===== src/rtl/iob_eth_rx_buf_wr.sv =====
// Ethernet receive buffer writer: packs received bytes into a 32-bit word RAM
// and holds one complete good frame. Optional IOB_ETH_RX_DROP_CNT_EN adds drop_cnt.
module iob_eth_rx_buf_wr #(
    parameter int ADDR_W = 9
) (
    input  logic              clk,
    input  logic              rst_n,
    input  logic              rx_valid,
    input  logic [7:0]        rx_byte,
    input  logic              rx_last,
    input  logic              rx_err,
    input  logic              frame_ack,
    output logic              ram_en,
    output logic [3:0]        ram_we,
    output logic [ADDR_W-1:0] ram_addr,
    output logic [31:0]       ram_din,
    output logic              frame_ready,
    output logic [ADDR_W+2:0] frame_len,
    output logic              drop_pulse
`ifdef IOB_ETH_RX_DROP_CNT_EN
    ,
    output logic [15:0]       drop_cnt
`endif
);

    localparam int BCNT_W = ADDR_W + 3;
    // Index of the last byte slot in the buffer; a non-last byte here overflows.
    localparam logic [BCNT_W-1:0] BCNT_MAX = {1'b0, {(ADDR_W+2){1'b1}}};

    typedef enum logic [1:0] {IDLE, FILL, HOLD, DROP} state_t;

    state_t            state, state_nxt;
    logic [BCNT_W-1:0] bcnt;
    logic              wr, drop, done;

    always_ff @(posedge clk or negedge rst_n) begin
        if (!rst_n) state <= IDLE;
        else        state <= state_nxt;
    end

    always_comb begin
        state_nxt = state;
        case (state)
            IDLE, FILL: begin
                if (rx_valid) begin
                    if (rx_err)              state_nxt = rx_last ? IDLE : DROP;
                    else if (rx_last)        state_nxt = HOLD;
                    else if (bcnt == BCNT_MAX) state_nxt = DROP;
                    else                     state_nxt = FILL;
                end
            end
            HOLD: begin
                if (rx_valid && !rx_last) state_nxt = DROP;
                else if (frame_ack)       state_nxt = IDLE;
            end
            DROP: begin
                if (rx_valid && rx_last) state_nxt = IDLE;
            end
            default: state_nxt = IDLE;
        endcase
    end

    always_comb begin
        wr   = 1'b0;
        drop = 1'b0;
        done = 1'b0;
        case (state)
            IDLE, FILL: begin
                wr   = rx_valid && !rx_err;
                done = rx_valid && !rx_err && rx_last;
                drop = rx_valid && rx_err && rx_last;
            end
            HOLD:    drop = rx_valid && rx_last;
            DROP:    drop = rx_valid && rx_last;
            default: ;
        endcase
    end

    // bcnt only advances while the frame keeps filling; any exit clears it.
    always_ff @(posedge clk or negedge rst_n) begin
        if (!rst_n)                 bcnt <= '0;
        else if (state_nxt != FILL) bcnt <= '0;
        else if (wr)                bcnt <= bcnt + 1'b1;
    end

    always_ff @(posedge clk or negedge rst_n) begin
        if (!rst_n) begin
            ram_en      <= 1'b0;
            ram_we      <= 4'b0;
            ram_addr    <= '0;
            ram_din     <= 32'b0;
            frame_ready <= 1'b0;
            frame_len   <= '0;
            drop_pulse  <= 1'b0;
        end else begin
            ram_en      <= wr;
            ram_we      <= wr ? (4'b0001 << bcnt[1:0]) : 4'b0;
            if (wr) begin
                ram_addr <= bcnt[ADDR_W+1:2];
                ram_din  <= {4{rx_byte}};
            end
            frame_ready <= (state_nxt == HOLD);
            if (done) frame_len <= bcnt + 1'b1;
            drop_pulse  <= drop;
        end
    end

`ifdef IOB_ETH_RX_DROP_CNT_EN
    always_ff @(posedge clk or negedge rst_n) begin
        if (!rst_n)                          drop_cnt <= 16'h0;
        else if (drop && drop_cnt != 16'hFFFF) drop_cnt <= drop_cnt + 16'h1;
    end
`endif

endmodule


===== config.mk =====
export PLATFORM = sky130hd
export DESIGN_NAME = iob_eth_rx_buf_wr
export DESIGN_NICKNAME = d
export VERILOG_FILES = /design/src/rtl/iob_eth_rx_buf_wr.sv
export SDC_FILE = /design/constraint.sdc
export NUM_CORES = 1
export LEC_CHECK = 0
export CORE_UTILIZATION = 25
export CTS_CLUSTER_DIAMETER = 100
export DETAILED_ROUTE_END_ITERATION = 16
export GPL_TIMING_DRIVEN = 0
export SYNTH_ARGS = -nofsm -noshare
export SYNTH_HDL_FRONTEND = slang
export SYNTH_SLANG_ARGS = --single-unit
export TNS_END_PERCENT = 20

===== constraint.sdc =====
create_clock -name clk -period 1.9 [get_ports clk]
set_clock_uncertainty 0.05 [all_clocks]
set_input_delay 0.57 -clock clk [delete_from_list [all_inputs] [get_ports clk]]
set_output_delay 0.57 -clock clk [all_outputs]
set_load 0.05 [all_outputs]

=== Yosys cells after proc, flatten, opt, wreduce, memory -nomap -nowiden ===
Index checks and enable logic that the tools add are counted.
Widths: inputs -> output; s select.

* Output and inout bits: 60
* Register bits after elaboration: 74
* Input port bits: 14
* Logic and storage cells: 44

* Add/sub/neg operators: 1
* Multiplexer cells: 15
* Shifts and indexed selects: 1
* Eq/ne operators: 6
* Reduce and logical (&&, ||, !) cells: 12

{| class="wikitable"
|+ Operators with widths
! kind !! number
|-
| $mux 12 || 2
|-
| $mux 2 || 8
|-
| $add 12x1->12 const B || 1
|-
| $eq 12x11->1 const B || 1
|-
| $eq 2x2->1 const B || 3
|-
| $logic_and 1x1->1 || 6
|-
| $pmux 2 s3 || 1
|-
| $mux 4 || 1
|-
| $reduce_or 2->1 || 2
|-
| $shl 1x2->4 const A || 1
|-
| $eq 2x1->1 const B || 1
|-
| $logic_not 1->1 || 2
|-
| $logic_not 2->1 || 1
|-
| $mux 1 || 2
|-
| $ne 2x1->1 const B || 1
|-
| $pmux 1 s2 || 1
|-
| $reduce_bool 2->1 || 1
|}

=== Logic depth before layout (Yosys ltp) ===
* Word-level depth: 8
* Mapped depth: 8
* Gate-level depth less buffers: 5

=== Worst setup path before layout ===
Ideal clock, no wire load.

* Kind: input port to flip-flop
* From: in rx_err
* To: reg frame_len[0]
* Data arrival time: 1,707 ps
* Buffers on the path: 2
* Library setup time: 125 ps
* Setup slack: 18 ps
* Cell stages on the path: 6
* Required time: 1,725 ps
* Path through: or3b_1 buf_6 inv_4 and2_1 buf_4 mux2_2

* Word-level cells in the longest chain between the ends: 4

{| class="wikitable"
|+ RTL lines
! element !! line !! RTL
|-
| start: declaration || 11 || <nowiki>input logic rx_err,</nowiki>
|-
| $logic_not 1->1 || 70 || <nowiki>done = rx_valid && !rx_err && rx_last;</nowiki>
|-
| $logic_and 1x1->1 (2 in a row) || 70 ||
|-
| $mux 1 || 67 || <nowiki>case (state)</nowiki>
|-
| end signal: assignment || 103 || <nowiki>if (done) frame_len <= bcnt + 1'b1;</nowiki>
|-
| end: declaration || 18 || <nowiki>output logic [ADDR_W+2:0] frame_len,</nowiki>
|}

No other way between the ends.
A chain may end at the register's enable or synchronous reset.

=== Worst setup path in the final report ===
* From: in rx_valid
* To: reg frame_len[1]

* Word-level cells in the longest chain between the ends: 3

{| class="wikitable"
|+ RTL lines
! element !! line !! RTL
|-
| start: declaration || 8 || <nowiki>input logic rx_valid,</nowiki>
|-
| $logic_and 1x1->1 (2 in a row) || 70 ||
|-
| $mux 1 || 67 ||
|}

No other way between the ends.

==> metrics.log <==
INFO  metric status = finished clean
INFO  metric ys_types = 38
INFO  metric postRouteWirelength = 5573 um
INFO  metric growth_of_design_area_from_synthesis_to_finish = 39.81%
INFO  metric clock_path_buffers = 2
INFO  metric fmaxAchievable = approximately 540 MHz
INFO  metric fillers = around 1,000
INFO  metric critical-path-slowest-cell = or3b_1
INFO  metric multi_input_area = 949.7 sq um
INFO  metric synth.cell_area = 2505 sq um
INFO  metric hold_buffers = 0
INFO  metric reg2reg_to = frame_len[1]
INFO  metric ys.flop_type = dfrtp_1
INFO  metric timing_max_transition_violations_final = 0
INFO  metric dpl.hpwl = around 4100 um
INFO  metric critPathMaxFanout = 10
INFO  metric max_cap_violations = 0
INFO  metric max_stage_delay = 0.37 ns
INFO  metric placed_cells_incl_taps = 460
INFO  metric timing.critical_path.cells = clkdlybuf4s15_1 -> or3b_1 -> buf_6 -> inv_6 -> and2_1 -> buf_6 -> mux2_2
INFO  metric worst_path_required = approximately 2.0 ns
INFO  metric total_power = around 4.0 mW
INFO  metric worst_slew_pin_slew = ~0.53 ns
INFO  metric detail_route.wl_per_cell = roughly 12 um
INFO  metric most_common_cell_in_the_synthesized_netlist = nand2_1
INFO  metric hp-class = in -> async
INFO  metric synth_edf_count = 0
INFO  metric seq_power_share = 0.334
INFO  metric synthTopCellsByArea = dfrtp_1, nand2_1, buf_4
INFO  metric die_height = between 100 and 150 um
INFO  metric syn_area_per_cell = between 9 and 10 sq um
INFO  metric crit_type = in -> reg
INFO  metric crit_family = buffers and inverters
INFO  metric timing.rr.start = state[1]
INFO  metric synth-async-reset-ratio = 1.000
INFO  metric cell_row_count = 36
INFO  metric top_level_ports = between 70 and 80
INFO  metric cp.buffers_inverters = 4
INFO  metric maxSlewHeadroom = 0.6450
INFO  metric vdd_drop_max = between 400 and 500 uV
INFO  metric detail_route.first_pass.iterations = 4
INFO  metric drc = 0
INFO  metric cts-root-buf = clkbuf_8
INFO  metric setup_ws = between 0.04 and 0.05 ns
INFO  metric finalCoreUtilization = 0.3600
INFO  metric timing.critical_path.arrival = 2.00 ns
INFO  metric cp-end-kind = flip-flop
INFO  metric antenna_cells = 0
INFO  metric initial_core_util = 0.2575
INFO  metric fp.coreArea = 9729 sq um
INFO  metric die_area = around 10,000 sq um
INFO  metric viasPerCell = 4.000
INFO  metric residual_antenna_violating_net_count_after_detailed_routing = 0
INFO  metric cts_sinks = 50
INFO  metric netSwitchingPower = 1.831 mW
INFO  metric timing.final.crit_period = approximately 1.9 ns
INFO  metric first_global_vias = 1,824
INFO  metric power_frac_comb = 0.501
INFO  metric clock_tree.htree_level_count = 2
INFO  metric netSwitchingFraction = 0.4630
INFO  metric grt_setup_unrepaired = true
INFO  metric setup_viol = 0
INFO  metric setup.worst_path.start_class = primary input
INFO  metric synth_top_area_share = 0.4995
INFO  metric synth-seq-cells = 50
INFO  metric first_pass_grt_wire_length = 9232 um
INFO  metric global_route.usage.total = 0.1143
INFO  metric initialDrtViolationCount = between 70 and 80
INFO  metric synthTopCellsByCount = nand2_1, dfrtp_1, buf_4, nor2_1, xnor2_1
INFO  metric dieWidth = 102.1 um
INFO  metric tritoncts.num_buffers = 5
INFO  metric total_leakage_power = between 1.5 and 2 nW
INFO  metric syn-instance-count = approximately 250
INFO  metric clock_power_share = 0.165
INFO  metric synthesis.yosys.warnings = 0
INFO  metric part_of_the_yosys_area_used_for_sequential_elements = 0.4995
INFO  metric timing.reg2reg.setup_slack = ~0.1 ns
INFO  metric worstRegToRegCells = 6
INFO  metric timing.critical_path.mode_cell = buf_6
INFO  metric buffer_ports.inserted = between 70 and 80
INFO  metric grt_start_max_net_pins = 30
INFO  metric stdcell_count = 471
INFO  metric cts_tree = yes
INFO  metric clk_pin_slew_worst_paths = roughly 0.090 ns
INFO  metric global_route.overflow_total = 0
INFO  metric mappedNetlistNets = 271
INFO  metric post-place-ws = -0.6149 ns
INFO  metric internal_power = approximately 2.1 mW
INFO  metric yosys.area.top_type = dfrtp_1
INFO  metric power.density_cell_area = 1129 nW/um^2
INFO  metric finalCritPeriodShare = 0.9779
INFO  metric initial_antenna_violation_count = 0
INFO  metric vias = 1,884
INFO  metric post_route_cells_drive_above_1_share = 0.3166
INFO  metric insertion_delay = 0.30 ns
INFO  metric fin_nets = between 300 and 400
INFO  metric report.final.hold_viol_count = 0
INFO  metric finalWeightedCongestion = slightly below 0.8
INFO  metric register_area = between 1000 and 1500 sq um
## state kept, by name (all words and copies together), names as in the netlist
| name | count |
|---|---|
| frame_ready | 1 |
| drop_pulse | 1 |
| ram_en | 1 |
| ram_din | 8 |
| frame_len | 12 |
| bcnt | 12 |
| ram_addr | 9 |
| ram_we | 4 |
| state | 2 |
## power groups by stage
| stage | sequential [mW] | clock [mW] | combinational (mW) |
|---|---|---|---|
| 6_report | 1.32 | 0.652 | 1.98 |
| 2_1_floorplan | 1.81 | 0 | 0.989 |
| 4_1_cts | 1.33 | 0.674 | 2.02 |
| 5_1_grt | 1.35 | 0.724 | 2.08 |
| 3_5_place_dp | 1.35 | 0 | 2.14 |
| 3_3_place_gp | 1.34 | 0 | 2.12 |
## logic make-up after synthesis
| logic type | Yosys count | share of synthesized area |
|---|---|---|
| compound gates | 17 | 0.05644 |
| xor+xnor | 20 | 0.06993 |
| fa+ha+maj | 4 | 0.01998 |
| buf+inv | 44 | 0.1294 |
| flops | 50 | 0.4995 |
| mux | 3 | 0.01299 |
| simple gates | 115 | 0.2118 |
## worst max-delay path by stage
stage	cells after the start	start	endpoint
6_report	7	rx_valid	frame_len[1]
3_5_place_dp	7	rx_valid	frame_len[1]
2_1_floorplan	6	rx_err	frame_len[0]
4_1_cts	7	rx_err	frame_len[1]
5_1_grt	1	ram_din[29]	ram_din[5]
3_3_place_gp	1	rst_n	ram_we[2]
## per-layer routing
layer | vias up | GRT usage | wire [um]
li1 | 950 | - | -
met1 | 877 | 0.1539 | 2572
met2 | 53 | 0.1864 | 2632
met3 | 4 | 0.02668 | 324
met4 | 0 | 0.02637 | 44
met5 | - | 0 | 0
## per-stage QoR
stage               hold WS (ns)  area [sq um]  setup TNS [ns]
floorplan                 0.2244          2505               0
global placement          0.4119          3402          -88.10
detailed placement        0.4180          3417          -20.42
CTS                       0.2114          3508        -0.03397
global route              0.2253          3502        -0.02000
finish                    0.1842          3502               0
## cell type report
cell class,count,area share
buffer,39,0.08825
timing repair buffer,77,0.2011
clock inverter,2,0.003573
multi-input combinational,159,0.2712
inverter,5,0.006788
sequential,50,0.3580
tap,133,0.04752
clock buffer,6,0.02358
## placed cells by master, fill, tap and decap left out, types with 3 or more instances in the layout
| cell type | count |
|---|---|
| and2_1 | 5 |
| nor2_1 | 25 |
| clkbuf_2 | 9 |
| clkbuf_8 | 8 |
| nand2_1 | 62 |
| buf_2 | 3 |
| clkdlybuf4s15_2 | 19 |
| buf_6 | 4 |
| nand4_1 | 3 |
| clkdlybuf4s50_1 | 10 |
| buf_4 | 37 |
| nand3_1 | 6 |
| xor2_1 | 9 |
| a21oi_1 | 3 |
| dfrtp_1 | 48 |
| ha_1 | 3 |
| a21oi_2 | 10 |
| inv_1 | 4 |
| xnor2_1 | 11 |
| dlygate4sd2_1 | 28 |
## worst reg2reg max path, stage by stage (launching register included)
cell and delay (ns):
dfrtp_1 0.42, or3b_1 0.40, buf_6 0.15, inv_6 0.09
and2_1 0.14, buf_6 0.12, mux2_2 0.32
## timing repair
item                                    in CTS  in global routing
pin swaps                                    1                  1
endpoints found under the setup margin     101                 40
resized for setup                          116                 15
buffers inserted                             0                  3
No activity file was read; power rests on OpenSTA's default activity.
